### config.mk
export PLATFORM = sky130hd
export DESIGN_NAME = alu_issue
export DESIGN_NICKNAME = d
export VERILOG_FILES = /design/src/rtl/alu_issue_pkg.sv /design/src/rtl/alu_decode.sv /design/src/rtl/alu_issue.sv
export SDC_FILE = /design/constraint.sdc
export NUM_CORES = 1
export LEC_CHECK = 0
export ABC_AREA = 1
export CAP_MARGIN = 5
export CORE_MARGIN = 8
export CORE_UTILIZATION = 50
export CTS_CLUSTER_DIAMETER = 100
export DETAILED_ROUTE_END_ITERATION = 8
export GPL_TIMING_DRIVEN = 0
export PLACE_DENSITY = 0.89
export SLEW_MARGIN = 20
export SYNTH_ARGS = -nofsm -noshare
export SYNTH_HDL_FRONTEND = slang
export SYNTH_SLANG_ARGS = --single-unit
### constraint.sdc
create_clock -name i_clk -period 5.78 [get_ports i_clk]
set_input_delay 0.578 -clock i_clk [delete_from_list [all_inputs] [get_ports i_clk]]
set_output_delay 0.578 -clock i_clk [all_outputs]
set_load 0.05 [all_outputs]
### src/rtl/alu_issue_pkg.sv
// alu_issue_pkg: shared widths, ALU operation codes, RV32I decode constants
// and the issued-operation record carried through the issue registers.
`default_nettype none

package alu_issue_pkg;

  localparam int DATA_WIDTH   = 32;
  localparam int ALU_OP_WIDTH = 6;

  localparam logic [ALU_OP_WIDTH-1:0] OP_ALU_INV  = 6'd0;
  localparam logic [ALU_OP_WIDTH-1:0] OP_ALU_ADD  = 6'd1;
  localparam logic [ALU_OP_WIDTH-1:0] OP_ALU_SUB  = 6'd2;
  localparam logic [ALU_OP_WIDTH-1:0] OP_ALU_SLL  = 6'd3;
  localparam logic [ALU_OP_WIDTH-1:0] OP_ALU_SLT  = 6'd4;
  localparam logic [ALU_OP_WIDTH-1:0] OP_ALU_SLTU = 6'd5;
  localparam logic [ALU_OP_WIDTH-1:0] OP_ALU_XOR  = 6'd6;
  localparam logic [ALU_OP_WIDTH-1:0] OP_ALU_SRL  = 6'd7;
  localparam logic [ALU_OP_WIDTH-1:0] OP_ALU_SRA  = 6'd8;
  localparam logic [ALU_OP_WIDTH-1:0] OP_ALU_OR   = 6'd9;
  localparam logic [ALU_OP_WIDTH-1:0] OP_ALU_AND  = 6'd10;

  localparam logic [6:0] OPC_OP     = 7'b0110011;
  localparam logic [6:0] OPC_OP_IMM = 7'b0010011;
  localparam logic [6:0] OPC_LUI    = 7'b0110111;
  localparam logic [6:0] OPC_AUIPC  = 7'b0010111;

  localparam logic [2:0] F3_ADD  = 3'b000;
  localparam logic [2:0] F3_SLL  = 3'b001;
  localparam logic [2:0] F3_SLT  = 3'b010;
  localparam logic [2:0] F3_SLTU = 3'b011;
  localparam logic [2:0] F3_XOR  = 3'b100;
  localparam logic [2:0] F3_SR   = 3'b101;
  localparam logic [2:0] F3_OR   = 3'b110;
  localparam logic [2:0] F3_AND  = 3'b111;

  localparam logic [6:0] F7_BASE = 7'b0000000;
  localparam logic [6:0] F7_ALT  = 7'b0100000;

  typedef struct packed {
    logic [ALU_OP_WIDTH-1:0] op;
    logic [DATA_WIDTH-1:0]   a;
    logic [DATA_WIDTH-1:0]   b;
    logic [4:0]              rd;
    logic                    we;
    logic                    illegal;
  } issue_t;

endpackage

`default_nettype wire

### src/rtl/alu_decode.sv
// alu_decode: combinational RV32I OP/OP-IMM/LUI/AUIPC decoder producing the
// ALU operation code and operands for one instruction.
`default_nettype none

module alu_decode
  import alu_issue_pkg::*;
(
  input  logic [31:0]           instr_i,
  input  logic [DATA_WIDTH-1:0] pc_i,
  input  logic [DATA_WIDTH-1:0] rs1_i,
  input  logic [DATA_WIDTH-1:0] rs2_i,
  output issue_t                dec_o
);

  logic [6:0]              w_opc;
  logic [2:0]              w_f3;
  logic [6:0]              w_f7;
  logic [DATA_WIDTH-1:0]   w_imm_i;
  logic [DATA_WIDTH-1:0]   w_imm_u;
  logic [DATA_WIDTH-1:0]   w_sh_reg;
  logic [DATA_WIDTH-1:0]   w_sh_imm;
  logic [ALU_OP_WIDTH-1:0] w_op;
  logic [DATA_WIDTH-1:0]   w_a;
  logic [DATA_WIDTH-1:0]   w_b;
  logic                    w_legal;

  assign w_opc    = instr_i[6:0];
  assign w_f3     = instr_i[14:12];
  assign w_f7     = instr_i[31:25];
  assign w_imm_i  = {{20{instr_i[31]}}, instr_i[31:20]};
  assign w_imm_u  = {instr_i[31:12], 12'b0};
  assign w_sh_reg = {27'b0, rs2_i[4:0]};
  assign w_sh_imm = {27'b0, instr_i[24:20]};

  always_comb begin
    w_op    = OP_ALU_ADD;
    w_a     = rs1_i;
    w_b     = rs2_i;
    w_legal = 1'b0;
    unique case (w_opc)
      OPC_OP: begin
        w_legal = (w_f7 == F7_BASE);
        unique case (w_f3)
          F3_ADD: begin
            w_op    = (w_f7 == F7_ALT) ? OP_ALU_SUB : OP_ALU_ADD;
            w_legal = (w_f7 == F7_BASE) || (w_f7 == F7_ALT);
          end
          F3_SLL: begin w_op = OP_ALU_SLL; w_b = w_sh_reg; end
          F3_SLT:  w_op = OP_ALU_SLT;
          F3_XOR:  w_op = OP_ALU_XOR;
          F3_SR: begin
            w_op    = (w_f7 == F7_ALT) ? OP_ALU_SRA : OP_ALU_SRL;
            w_b     = w_sh_reg;
            w_legal = (w_f7 == F7_BASE) || (w_f7 == F7_ALT);
          end
          F3_OR:   w_op = OP_ALU_OR;
          F3_AND:  w_op = OP_ALU_AND;
          default: w_legal = 1'b0;
        endcase
      end
      OPC_OP_IMM: begin
        w_b     = w_imm_i;
        w_legal = 1'b1;
        unique case (w_f3)
          F3_ADD: w_op = OP_ALU_ADD;
          F3_SLL: begin
            w_op    = OP_ALU_SLL;
            w_b     = w_sh_imm;
            w_legal = (w_f7 == F7_BASE);
          end
          F3_SLT: w_op = OP_ALU_SLT;
          F3_XOR: w_op = OP_ALU_XOR;
          F3_SR: begin
            w_op    = (w_f7 == F7_ALT) ? OP_ALU_SRA : OP_ALU_SRL;
            w_b     = w_sh_imm;
            w_legal = (w_f7 == F7_BASE) || (w_f7 == F7_ALT);
          end
          F3_OR:   w_op = OP_ALU_OR;
          F3_AND:  w_op = OP_ALU_AND;
          default: w_legal = 1'b0;
        endcase
      end
      OPC_LUI: begin
        w_a     = '0;
        w_b     = w_imm_u;
        w_legal = 1'b1;
      end
      OPC_AUIPC: begin
        w_a     = pc_i;
        w_b     = w_imm_u;
        w_legal = 1'b1;
      end
      default: w_legal = 1'b0;
    endcase

    // Unsupported encodings still travel down the pipe as a harmless ADD 0+0.
    if (!w_legal) begin
      w_op = OP_ALU_ADD;
      w_a  = '0;
      w_b  = '0;
    end
  end

  assign dec_o.op      = w_op;
  assign dec_o.a       = w_a;
  assign dec_o.b       = w_b;
  assign dec_o.rd      = instr_i[11:7];
  assign dec_o.we      = w_legal && (instr_i[11:7] != 5'd0);
  assign dec_o.illegal = !w_legal;

endmodule

`default_nettype wire

### src/rtl/alu_issue.sv
// alu_issue: decode-and-issue stage in front of the ALU; registered
// valid/ready output with a one-entry skid buffer and synchronous flush.
`default_nettype none

module alu_issue
  import alu_issue_pkg::*;
(
  input  logic                    i_clk,
  input  logic                    i_rst,
  input  logic                    i_flush,
  input  logic                    i_valid,
  output logic                    o_ready,
  input  logic [31:0]             i_instr,
  input  logic [DATA_WIDTH-1:0]   i_pc,
  input  logic [DATA_WIDTH-1:0]   i_rs1_data,
  input  logic [DATA_WIDTH-1:0]   i_rs2_data,
  output logic                    o_valid,
  input  logic                    i_ready,
  output logic [ALU_OP_WIDTH-1:0] o_alu_op,
  output logic [DATA_WIDTH-1:0]   o_a,
  output logic [DATA_WIDTH-1:0]   o_b,
  output logic [4:0]              o_rd,
  output logic                    o_we,
  output logic                    o_illegal
);

  issue_t w_dec;
  issue_t main_q, main_d;
  issue_t skid_q, skid_d;
  logic   main_v_q, main_v_d;
  logic   skid_v_q, skid_v_d;
  logic   ready_q, ready_d;
  logic   w_in, w_out;

  alu_decode u_decode (
    .instr_i (i_instr),
    .pc_i    (i_pc),
    .rs1_i   (i_rs1_data),
    .rs2_i   (i_rs2_data),
    .dec_o   (w_dec)
  );

  assign w_in  = i_valid && ready_q;
  assign w_out = main_v_q && i_ready;

  always_comb begin
    main_d   = main_q;
    main_v_d = main_v_q;
    skid_d   = skid_q;
    skid_v_d = skid_v_q;
    if (i_flush) begin
      main_v_d = 1'b0;
      skid_v_d = 1'b0;
    end else if (!main_v_q) begin
      if (w_in) begin
        main_d   = w_dec;
        main_v_d = 1'b1;
      end
    end else if (w_out) begin
      // ready_q is low whenever skid is full, so no new entry can arrive here.
      if (skid_v_q) begin
        main_d   = skid_q;
        skid_v_d = 1'b0;
      end else if (w_in) begin
        main_d = w_dec;
      end else begin
        main_v_d = 1'b0;
      end
    end else if (w_in) begin
      skid_d   = w_dec;
      skid_v_d = 1'b1;
    end
    ready_d = !skid_v_d;
  end

  always_ff @(posedge i_clk or posedge i_rst) begin
    if (i_rst) begin
      main_q   <= '0;
      skid_q   <= '0;
      main_v_q <= 1'b0;
      skid_v_q <= 1'b0;
      ready_q  <= 1'b1;
    end else begin
      main_q   <= main_d;
      skid_q   <= skid_d;
      main_v_q <= main_v_d;
      skid_v_q <= skid_v_d;
      ready_q  <= ready_d;
    end
  end

  assign o_ready   = ready_q;
  assign o_valid   = main_v_q;
  assign o_alu_op  = main_q.op;
  assign o_a       = main_q.a;
  assign o_b       = main_q.b;
  assign o_rd      = main_q.rd;
  assign o_we      = main_q.we;
  assign o_illegal = main_q.illegal;

endmodule

`default_nettype wire

Word-level counts from Yosys, hierarchy flattened:

Index checks and enable logic that the tools add are counted.

* flip-flop bits (word level): 157
* output and inout port bits: 79
* word-level logic and storage cells: 73

* eq/ne operators: 12
* muxes and demuxes: 28
* bitwise logic cells: 2
* reductions and logical operators: 16

Operators with widths (number)
* 77-bit 2-to-1 mux: 4
* 32-bit 2-to-1 mux: 4
* 32-bit case mux with 3 select lines: 1
* 32-bit case mux with 2 select lines: 1
* 6-bit case mux with 7 select lines: 1
* 6-bit case mux with 6 select lines: 1
* 7-bit by 6-bit == test with 1-bit output, second input constant: 3
* 7-bit by 5-bit == test with 1-bit output, second input constant: 2
* 3-bit == test, second input constant: 4
* 6-bit case mux with 2 select lines: 1
* 5-bit OR reduction: 2
* 1-bit 2-to-1 mux: 9
* 7-bit logical NOT: 1
* 6-bit 2-to-1 mux: 1
* 1-bit case mux with 3 select lines: 2
* 2-bit OR reduction: 3
* 5-bit nonzero test: 1
* 4-bit 2-to-1 mux: 1
* 4-bit AND reduction: 1
* 3-bit by 1-bit == test with 1-bit output, second input constant: 1
* 3-bit by 2-bit == test with 1-bit output, second input constant: 1
* 1-bit logical AND: 3
* 3-bit logical NOT: 1
* 1-bit logical NOT: 2
* 6 further kinds: 7

Longest topological paths before layout:

* depth after elaboration: 9
* gate-level depth with buffers: 14

Cells and area by module:

A second synthesis with hierarchy kept.

* cell total of the unflattened synthesis: 1489
* area total of the unflattened synthesis: 9836.9 µm²

By module, submodules not included
* alu_issue: instances 1, cells each 1104, area an instance 7877.6 µm²
* alu_decode: instances 1, cells each 385, area an instance 1959.4 µm²

Worst setup path before layout:

Ideal clock, no wire load.

* path kind: register -> register
* start point: register main_v_q, in the netlist o_valid
* end point: register skid_q[16] (netlist name)
* setup time: 0.135 ns
* arrival: 1.703 ns
* required time: 5.645 ns
* setup slack: 3.942 ns
* stages on the path, launching flop included: 11
* period minus slack after synthesis: 1.838 ns
* cells stage by stage: dfrtp_1 inv_1 nor2_1 inv_1 nor2_1 nand2_1 buf_2 buf_2 clkbuf_1 nand2_1 o21ai_0

* word-level cells in the longest chain between the ends: 3

Ends and longest elaborated chain
* start, declared: line alu_issue.sv:30 `logic main_v_q, main_v_d;`
* start signal, assigned: line alu_issue.sv:86 `main_v_q <= main_v_d;`
* 1-bit logical AND: line alu_issue.sv:44 `assign w_out = main_v_q && i_ready;`
* 1-bit NOT (no line)
* 4-bit AND reduction (no line) (*)
* end signal, assigned: line alu_issue.sv:85 `skid_q <= skid_d;`
* end, declared: line alu_issue.sv:29 `issue_t skid_q, skid_d;`

Every way passes the cells marked *; elsewhere a longest branch is shown, timed or not.
A chain may end at the register's enable or synchronous reset.

Worst setup path after layout:

* start point: input port i_instr[2]
* end point: register main_q (netlist bit o_b[29])

* word-level cells in the longest chain between the ends: 8
* elaborated cells on any way between the ends: 12
* classes of those cells: eq/ne (4); mux (7); reduce/logical (1)

Ends and longest elaborated chain
* start, declared: line alu_issue.sv:13 `input logic [31:0] i_instr,`
* 7-bit by 6-bit == test with 1-bit output / 7-bit by 5-bit == test with 1-bit output (equally long branches): line alu_decode.sv:40 `unique case (w_opc)`
* 2-bit OR reduction (no line)
* 32-bit case mux with 3 select lines / 1-bit case mux with 3 select lines (equally long branches): line alu_decode.sv:40
* 32-bit 2-to-1 mux (*): line alu_decode.sv:97 `if (!w_legal) begin`
* 77-bit 2-to-1 mux (*): line alu_issue.sv:55, alu_issue.sv:64
* 77-bit 2-to-1 mux: line alu_issue.sv:61 `if (skid_v_q) begin`
* 77-bit 2-to-1 mux: line alu_issue.sv:59 `end else if (w_out) begin`
* 77-bit 2-to-1 mux (*): line alu_issue.sv:54 `end else if (!main_v_q) begin`
* end signal, assigned: line alu_issue.sv:84 `main_q <= main_d;`
* end, declared: line alu_issue.sv:28 `issue_t main_q, main_d;`

Every way passes the cells marked *; elsewhere a longest branch is shown, timed or not. The select of a mux whose other input is x is not followed.

==> results.md <==
- Setup TNS: 0 ns
- Worst-path maximum fanout: 10
- Worst setup EP type: flip-flop
- Worst hold start: skid_q[5]
- Post-synthesis cell count: 1,122
- Routability Congestion: 0.920
- Ys Warns: 0
- Setup crit start kind: input port
- PortBufs: 211
- GR Layer Usage met3: 5.57%
- Starting density of the core: 51.0%
- R2r startpoint: o_ready
- Cell area after synthesis: 8420 um2
- Max Freq: 349 MHz
- Min Tclk post-route: 2.86 ns
- Antenna Cells: 0
- VDD IR max: 0.000222 V
- Vias in the first global route: 8,892
- Core Util, Final: 69.6%
- Hold crit path type: reg -> reg
- Fin cells: 1,585
- Met2 Usage GRT: 43.2%
- Initial antenna violation count: 0
- Netlist cell types: 30
- Fillers: 1,282
- # setup viols final: 0
- Fin. Hold Viols: 0
- Via count: 8,961
- Placed cell areas: 10,800 um2
- Final nets: 1,486
- Status: complete, no violations
- PwrDens: 294 nW/um2
- Net Count, Synth: 1,255
- CP Data Arrival Time: 3.22 ns
- Core ar.: 16,500 um2
- Slew Viols, Final: 0
- Total power: 0.00338 W
- CTS H-tree depth: 4
- TritonCTS Buffers: 17
- CP Class: in -> reg
- Via/cell ratio: 5.65
- Cell area after layout: 11,500 um2
- Worst Tran Pin Value: 0.886 ns
- Clock skew: 0.0104 ns
- Reg-to-reg endpoint: o_b[10]
- Tcrit/Tclk final: 49.5%
- Post-CTS Setup Inserts: 0
- Root Buffer: clkbuf_16
- Synth Register Bits: 155
- GR Layer Usage met1: 33.2%
- Max-Cap Viols: 0
- Die footprint: 21,300 um2
- Reg2Reg Depth: 6
- Gr usage total: 27.0%
- R2R Setup Slk: 3.60 ns
- Placed Cells: 1,554
- Die Y: 146 um
- Remaining Overflow, GRT: 0
- Most Crowded Layer GR: met2
- Largest net degree at the start of global routing: 96
- DRC Markers: 0
- Post-DP HPWL: 20,900 um
- Max clock buf depth: 2
- DR pass1 iterations: 5
- Routed Antenna Nets: 0
- Global-route wire length before repair: 46,600 um
- CTS tree: done
- Avg WL per Cell: 18.3 um
- Worst Hold Depth: 2
- Register area share after synthesis: 46.1%
- Final wirelength: 29,000 um
- Mapped Avg Cell Area: 7.51 um2
- Layout cells sized above 1: 9.60%
- CTS Hold Bufs: 0
- Post_cts resized: 0
- Worst Path Required: 6.14 ns
- Cell Rows: 47
- Worst-Skew Late Latency: 0.42 ns
- Clk sinks: 155
- RSZ-0062 raised after global routing: no
- Hold endpoint: skid_q[5]
- Area growth syn-to-layout: 36.6%
- First-iteration detailed-routing DRC count: 853
- # IOs: 212
- Die Wd: 146 um
- Static leakage: 5.43 nW
- Max-slew headroom: 40.7%
- Clock transition at path regs: 0.06 ns
==> worst max-delay path by stage <==
stage / start / endpoint / slack [ns] / depth (start not counted)
final: i_instr[2] / o_b[29] / 2.92 / 10
after global routing: i_instr[2] / o_b[29] / 2.85 / 10
after floorplan: i_rst / o_a[0] / 1.03 / 1
after global placement: i_rst / o_b[5] / -1.02 / 2
after detailed placement: i_instr[2] / o_b[29] / 2.59 / 10
after CTS: i_instr[2] / o_b[29] / 2.98 / 10
==> worst max-delay path, stage by stage <==
cell and delay (ns):
clkdlybuf4s50_1 0.49, inv_2 0.05, nor3_2 0.60, nand2_1 0.51, buf_2 0.34, o211ai_1 0.30, nand2_1 0.15, nand2_1 0.08
nand2_1 0.06, nand2_1 0.06
==> layout make-up <==
| cell class | count | area (um2) | share of cell area [%] |
|---|---|---|---|
| Timing Repair Buffer | 212 | 2140 | 18.6 |
| Multi-Input combinational cell | 847 | 4020 | 35.0 |
| Sequential cell | 155 | 3880 | 33.7 |
| Clock inverter | 11 | 191 | 1.66 |
| Tap cell | 220 | 275 | 2.39 |
| Clock buffer | 20 | 467 | 4.06 |
| Inverter | 45 | 179 | 1.56 |
| Buffer | 75 | 350 | 3.05 |
==> where the power goes <==
| group | switching [W] | total [W] | internal [W] | leakage [nW] |
|---|---|---|---|---|
| logic | 0.000542 | 0.000867 | 0.000325 | 3.06 |
| clock network | 0.000452 | 0.00125 | 0.000799 | 0.326 |
| registers | 0.0000821 | 0.00127 | 0.00118 | 2.04 |
| total | 0.00108 | 0.00338 | 0.00231 | 5.43 |
==> state kept, by name (all words and copies together), names as in the netlist <==
name       count
skid_q        75
o_a           32
o_b           32
o_alu_op       6
o_rd           5
o_illegal      1
o_ready        1
o_valid        1
o_we           1
skid_v_q       1
==> per-stage QoR <==
| stage | setup WS [ns] | hold WS, ns |
|---|---|---|
| floorplan | 1.03 | 0.448 |
| global placement | -1.02 | 0.462 |
| detailed placement | 2.59 | 0.469 |
| CTS | 2.98 | 0.487 |
| global route | 2.85 | 0.518 |
| finish | 2.92 | 0.481 |
==> kinds of logic (layout without fill, tap and decap cells) <==
logic type | after synthesis | in the layout | share of synthesized area (%)
AND/OR/NAND/NOR | 664 | 664 | 31.1
flip-flops | 155 | 155 | 46.1
AO/OA/AOI/OAI | 183 | 183 | 16.6
buffers and inverters | 120 | 363 | 6.19
==> synthesized netlist by cell type (all sizes together) <==
| cell | count | share of area, % |
|---|---|---|
| a211oi | 1 | 0.089 |
| dfrtp | 154 | 46 |
| a21oi | 6 | 0.36 |
| nor3 | 3 | 0.24 |
| o22ai | 6 | 0.45 |
| inv | 45 | 2.0 |
| buf | 19 | 1.7 |
| nand2 | 573 | 26 |
| clkbuf | 56 | 2.5 |
| nand3 | 54 | 3.3 |
| o211ai | 14 | 1.2 |
| dfstp | 1 | 0.31 |
| o21ai | 83 | 4.9 |
| o31ai | 5 | 0.45 |
| o221a | 68 | 9.1 |
| nand4 | 3 | 0.40 |
| nor2 | 31 | 1.6 |
==> cells in the final DEF (no fill, tap or decap), drive strengths merged <==
master           n
nor3             3
nor2            31
dfrtp          154
clkinv           6
bufinv           5
o221a           68
nand4            3
o31ai            5
nand2          573
clkdlybuf4s50  211
clkbuf          76
a21oi            6
o22ai            6
o21ai           83
o211ai          14
a211oi           1
dfstp            1
inv             45
nand3           54
buf             20
==> routing by layer <==
layer  vias to the layer above  wire length [um]
li1                       4159                 -
met1                      4214             11300
met2                       492             14000
met3                        96              2350
met4                         0              1340
met5                         -                 0
No activity file was read; power rests on OpenSTA's default activity.
